**src/rtl/forwarding_unit.sv**
```systemverilog
// rtl/forwarding_unit.sv - EX operand forwarding selects, load-use stall and saturating stall counter
module forwarding_unit #(
    parameter int NB_REG = 5,
    parameter int NB_CNT = 16
) (
    input  logic              i_clk,
    input  logic              i_rst,
    input  logic              i_en,
    input  logic              i_flush,
    input  logic              i_id_valid,
    input  logic [NB_REG-1:0] i_id_rs1,
    input  logic [NB_REG-1:0] i_id_rs2,
    input  logic              i_id_uses_rs1,
    input  logic              i_id_uses_rs2,
    input  logic [NB_REG-1:0] i_id_rd,
    input  logic              i_id_reg_write,
    input  logic              i_id_mem_read,
    output logic [1:0]        o_fwd_a,
    output logic [1:0]        o_fwd_b,
    output logic              o_stall,
    output logic [NB_CNT-1:0] o_stall_cnt
);

    localparam logic [NB_CNT-1:0] CNT_ONE = 1;

    // Only EX and MEM are tracked: WB results reach EX through the register
    // file write-through, so a WB slot would never influence any output.
    logic              ex_valid;
    logic [NB_REG-1:0] ex_rd;
    logic              ex_reg_write;
    logic              ex_mem_read;
    logic              mem_valid;
    logic [NB_REG-1:0] mem_rd;
    logic              mem_reg_write;

    logic ex_live;
    logic mem_live;
    logic ex_wr_rs1;
    logic ex_wr_rs2;
    logic mem_wr_rs1;
    logic mem_wr_rs2;
    logic hazard;
    logic enter_ex;
    logic [1:0] sel_a;
    logic [1:0] sel_b;

    assign ex_live    = ex_valid & ex_reg_write & (ex_rd != '0);
    assign mem_live   = mem_valid & mem_reg_write & (mem_rd != '0);
    assign ex_wr_rs1  = ex_live & (ex_rd == i_id_rs1);
    assign ex_wr_rs2  = ex_live & (ex_rd == i_id_rs2);
    assign mem_wr_rs1 = mem_live & (mem_rd == i_id_rs1);
    assign mem_wr_rs2 = mem_live & (mem_rd == i_id_rs2);

    assign hazard   = i_id_valid & ex_valid & ex_mem_read & (ex_rd != '0) &
                      ((i_id_uses_rs1 & (i_id_rs1 == ex_rd)) |
                       (i_id_uses_rs2 & (i_id_rs2 == ex_rd)));
    assign o_stall  = hazard & ~i_flush;
    assign enter_ex = i_id_valid & ~o_stall & ~i_flush;

    // A load in EX never yields 01 here: a matching reader is stalled instead.
    always_comb begin
        sel_a = 2'b00;
        sel_b = 2'b00;
        if (enter_ex && i_id_uses_rs1) begin
            if (ex_wr_rs1)       sel_a = 2'b01;
            else if (mem_wr_rs1) sel_a = 2'b10;
        end
        if (enter_ex && i_id_uses_rs2) begin
            if (ex_wr_rs2)       sel_b = 2'b01;
            else if (mem_wr_rs2) sel_b = 2'b10;
        end
    end

    always_ff @(posedge i_clk) begin
        if (i_rst) begin
            ex_valid      <= 1'b0;
            ex_rd         <= '0;
            ex_reg_write  <= 1'b0;
            ex_mem_read   <= 1'b0;
            mem_valid     <= 1'b0;
            mem_rd        <= '0;
            mem_reg_write <= 1'b0;
            o_fwd_a       <= 2'b00;
            o_fwd_b       <= 2'b00;
            o_stall_cnt   <= '0;
        end else if (i_en) begin
            mem_valid     <= ex_valid;
            mem_rd        <= ex_rd;
            mem_reg_write <= ex_reg_write;
            ex_valid      <= enter_ex;
            ex_rd         <= enter_ex ? i_id_rd : '0;
            ex_reg_write  <= enter_ex & i_id_reg_write;
            ex_mem_read   <= enter_ex & i_id_mem_read;
            o_fwd_a       <= sel_a;
            o_fwd_b       <= sel_b;
            if (o_stall && (o_stall_cnt != '1))
                o_stall_cnt <= o_stall_cnt + CNT_ONE;
        end
    end

endmodule

```
**config.mk**
```make
export PLATFORM = sky130hd
export DESIGN_NAME = forwarding_unit
export DESIGN_NICKNAME = d
export VERILOG_FILES = /design/src/rtl/forwarding_unit.sv
export SDC_FILE = /design/constraint.sdc
export NUM_CORES = 1
export LEC_CHECK = 0
export CORE_MARGIN = 3
export CORE_UTILIZATION = 44
export CTS_BUF_LIST = sky130_fd_sc_hd__clkbuf_4 sky130_fd_sc_hd__clkbuf_8 sky130_fd_sc_hd__clkbuf_16
export DETAILED_ROUTE_END_ITERATION = 6
export GPL_TIMING_DRIVEN = 0
export PLACE_DENSITY = 0.73
export SYNTH_ARGS = -nofsm -noshare
export SYNTH_HDL_FRONTEND = slang
export SYNTH_SLANG_ARGS = --single-unit
```
**constraint.sdc**
```tcl
create_clock -name i_clk -period 2.4 [get_ports i_clk]
set_clock_uncertainty 0.05 [all_clocks]
set_input_delay 0.72 -clock i_clk [delete_from_list [all_inputs] [get_ports i_clk]]
set_output_delay 0.72 -clock i_clk [all_outputs]
set_load 0.01 [all_outputs]
```
Word level (Yosys, flattened, before mapping)
Cells that the tools add are included.

Add/sub/neg operators: 1. Multiply operators: 0. Div/mod/pow operators: 0. $lt $le $gt $ge: 0. Equal/unequal tests: 7. Shifts and indexed selects: 0. Multiplexer cells: 7. Bitwise logic cells: 22. Reductions and logical operators: 6.

Operator list (number): 5-bit == test (6); 1-bit AND (19); 16-bit by 1-bit adder with 16-bit output (second input constant) (1); 16-bit != test (second input constant) (1); 2-bit 2-to-1 mux (6); 5-bit nonzero test (2); 5-bit 2-to-1 mux (1); 1-bit logical AND (3); 1-bit NOT (2); 2-bit AND reduction (1); 1-bit OR (1).

Bits in registers: 35. Latch bits: 0. Bits in writable memories: 0. Bits in read-only memories: 0. Input port bits: 24. Output and inout port bits: 21. Memories kept: 0.

Logic depth before layout (Yosys ltp)
Depth after elaboration: 10. Depth in mapped cells: 8.

Least setup slack after synthesis
OpenSTA, ideal clock, no wires.

Kind: input to output. From: input i_id_rs2[1]. To: output o_stall. Arrival time: 1950 ps. Setup slack: -320 ps. Stages: 5. Buffers on the path: 0. Path through: xnor2_1 > nand4_1 > nor3b_2 > nor2_1 > nor4b_1.

Cells in the longest elaborated chain, start to end: 5.

Ends and longest elaborated chain: start, declared (line 12) `input logic [NB_REG-1:0] i_id_rs2,`; 5-bit == test (line 56) `(i_id_uses_rs2 & (i_id_rs2 == ex_rd)));`; 1-bit AND (line 56); 1-bit OR (line 55) `((i_id_uses_rs1 & (i_id_rs1 == ex_rd)) |`; 1-bit AND (line 54) `assign hazard = i_id_valid & ex_valid & ex_mem_read & (ex_rd != '0) &`; 1-bit AND (line 57) `assign o_stall = hazard & ~i_flush;`; end, declared (line 20) `output logic o_stall,`.

Every way passes these cells.

Final worst setup path
From: input i_id_rs2[4]. To: output o_stall.

Same word-level chain as after synthesis.

==> flow_metrics.env <==
export IMPL_cp_slowest_stage_delay_ns=0.31
export IMPL_power_uw=1266
export IMPL_p_seq_share_pct=46.9
export IMPL_tightest_slew_ns=0.5002
export IMPL_rows=22
export IMPL_p_per_area_nw_per_um2=476.2
export IMPL_ir_worst_vdd_v=0.0004185
export IMPL_clockPowerShare_pct=42.9
export IMPL_synth_edf_count=0
export IMPL_synth_async_reset_ratio_pct=0
export IMPL_yosys_warnings=0
export IMPL_final_cell_mix="dfxtp_1 (31), clkdlybuf4s50_1 (29), nor2_1 (14)"
export IMPL_fin_crit_sh_pct=113.2
export IMPL_worstPathArrival_ns=1.95
export IMPL_die_x_um=70.33
export IMPL_coreArea_um2=3826
export IMPL_grt_first_pass_wirelength_mm=7.652
export IMPL_met3_usage_pct=4.173
export IMPL_synthFlopType="dfxtp_1"
export IMPL_synth_nets=220
export IMPL_ff_latch_area_um2=705.7
export IMPL_top_usage_layer="met1"
export IMPL_setup_violations=1
export IMPL_diodes=0
export IMPL_portBuffers=43
export IMPL_synth_area_um2=1820
export IMPL_gr_usage_met1_pct=29.29
export IMPL_p_comb_share_pct=10.2
export IMPL_multi_input_area_um2=1216
export IMPL_max_cap_violations=0
export IMPL_cp_max_fo=2
export IMPL_die_y_um=70.33
export IMPL_syn_avg_cell_area_um2=9.336
export IMPL_post_route_util_pct=69.49
export IMPL_clk_latency_ns=0.28
export IMPL_overflow=0
export IMPL_cts_clk_slew_worst_paths_ns=0.07
export IMPL_start_util_pct=47.58
export IMPL_antenna_found_initial=0
export IMPL_required_ns=1.63
export IMPL_ys_ff_latch=35
export IMPL_wl_mm=4.697
export IMPL_routed_via_density=5.563
export IMPL_final_common_cell="dfxtp_1"
export IMPL_ant_nets=0
export IMPL_period_minus_slack_ns=2.716
export IMPL_drive_gt1_share_pct=23.83
export IMPL_met2_usage_pct=26.82
export IMPL_slew_violations=0
export IMPL_slew_limit_headroom_pct=66.65
export IMPL_n_fill_cell=314
export IMPL_yosysUniqueCellTypes=40
export IMPL_power_leakage_uw=0.001045
export IMPL_post_route_drc_count=0
export IMPL_crit_type="in2out"
export IMPL_drt_initial_drc_count=158
export IMPL_hp_class="reg2reg"
export IMPL_fmax_mhz=368.2
export IMPL_syn_inst=195
export IMPL_cts_buffers_inserted=5
export IMPL_cts_tree="done"
export IMPL_dr_pass1_iters=4
export IMPL_vias=1691
export IMPL_wire_per_inst_um=15.45
export IMPL_cts_htree_levels=2
export IMPL_start_kind="input pin"
export IMPL_hold_violations=0
export IMPL_p_sw_uw=294.9
export IMPL_place_congestion=0.8966
export IMPL_cp_cell_sequence="clkdlybuf4s15_1 > xor2_2 > nor3b_4 > nor2_2 > nor4b_4 > buf_2"
export IMPL_grt_usage_pct=19.47
export IMPL_ioPinCount=45
export IMPL_areaGrowthSynthToFinish_pct=46.05
export IMPL_rsz0062_at_grt="yes"
export IMPL_violations="negative setup slack"
export IMPL_setup_slack_ns=-0.3157
export IMPL_grt_start_max_net_pins=14
export IMPL_status="finished, violations left"
export IMPL_switching_share_pct=23.29
export IMPL_clock_sinks=35
export IMPL_cts_hold_buf=0
export IMPL_worst_path_max_delay_cell="nor4b_4"
export IMPL_cts_root_buf="clkbuf_8"
export IMPL_ys_seq_area_share_pct=38.49
export IMPL_power_internal_uw=971.3
export IMPL_die_area_um2=4946
export IMPL_place_hpwl_mm=3.318
export IMPL_first_global_vias=1516
export IMPL_clockBufferDepth=2
export IMPL_critPathCaptureType="output pin"
export IMPL_nets=280
-- registers in the layout (all words and copies together), names as in the netlist --
name,cells
ex_rd,5
o_fwd_b,2
ex_reg_write,1
ex_mem_read,1
mem_reg_write,1
mem_valid,1
ex_valid,1
o_fwd_a,2
o_stall_cnt,16
mem_rd,5
-- critical path, delay by kind of cell --
family	cells	cell delay [ns]
AND/OR/NAND/NOR	3	0.62
XOR/XNOR	1	0.19
buffers and inverters	2	0.41
-- power groups by stage --
| stage | clock network [µW] | logic [µW] | registers [µW] |
|---|---|---|---|
| global placement | 0 | 107 | 605 |
| finish | 543 | 130 | 594 |
| global route | 591 | 140 | 595 |
| detailed placement | 0 | 108 | 606 |
| floorplan | 0 | 53.4 | 603 |
| CTS | 552 | 114 | 592 |
-- logic make-up after synthesis --
group	count (synthesis)	synth area share [%]
compound gates	38	16.91
fa+ha+maj	1	0.6872
flops	35	38.49
simple gates	75	23.44
mux	12	6.873
xor+xnor	20	9.622
buf+inv	14	3.986
-- through the flow --
stage          setup WS (ns)  setup TNS, ns  cell area (µm²)  cells  hold WS (ns)
2_1_floorplan       -0.07342       -0.07342             1836    195        0.3991
3_3_place_gp          -1.243         -12.22             2326    286        0.3854
3_5_place_dp          -1.260         -12.83             2326    286        0.3940
4_1_cts              -0.2986        -0.2986             2526    298        0.4089
5_1_grt              -0.3842        -0.3881             2659    304        0.4275
6_report             -0.3157        -0.3157             2659    304        0.4055
-- final timing paths --
path	from	endpoint	slack, ns	depth (start not counted)
max	i_id_rs2[4]	o_stall	-0.32	6
min	o_fwd_b[1]	o_fwd_b[1]	0.41	2
max reg2reg	o_stall_cnt[0]	o_stall_cnt[5]	0.15	7
min reg2reg	o_fwd_b[1]	o_fwd_b[1]	0.41	2
-- Yosys cell counts, types with 3 or more instances --
cell type | instances | area share [%]
a22o_1 | 7 | 3.4
inv_1 | 4 | 0.82
xnor2_1 | 11 | 5.3
a21oi_1 | 10 | 2.7
xor2_1 | 9 | 4.3
clkbuf_1 | 4 | 0.82
or4_1 | 12 | 4.9
nand3_1 | 10 | 2.7
mux2i_1 | 8 | 4.4
mux2_1 | 4 | 2.5
nor4_1 | 6 | 2.1
nand2_1 | 9 | 1.9
nor2_1 | 16 | 3.3
nor2b_1 | 3 | 1.0
buf_2 | 4 | 1.1
dfxtp_1 | 35 | 38
nand4_1 | 3 | 1.0
o31ai_1 | 11 | 4.5
-- per-layer routing --
layer	vias to the layer above	routed length (µm)	share of wire, %
met1	776	2243	48
met4	0	37	0.79
met2	62	2108	45
li1	851	-	-
met5	-	0	0
met3	2	308	6.6
-- area by class of cell --
type	instances	share of cell area, %
Buffer	10	2.447
Clock buffer	5	2.588
Clock inverter	3	1.788
Inverter	4	0.5647
Multi-Input combinational cell	146	45.74
Sequential cell	35	26.54
Tap cell	48	2.259
Timing Repair Buffer	53	18.07
-- what timing repair did --
| item | CTS | global route |
|---|---|---|
| setup endpoints to repair | 18 | 18 |
| cloned | 0 | 0 |
| pin swaps | 13 | 16 |
| gates resized for setup | 49 | 30 |
| setup buffers | 4 | 6 |
(Power assumes the default switching activity.)
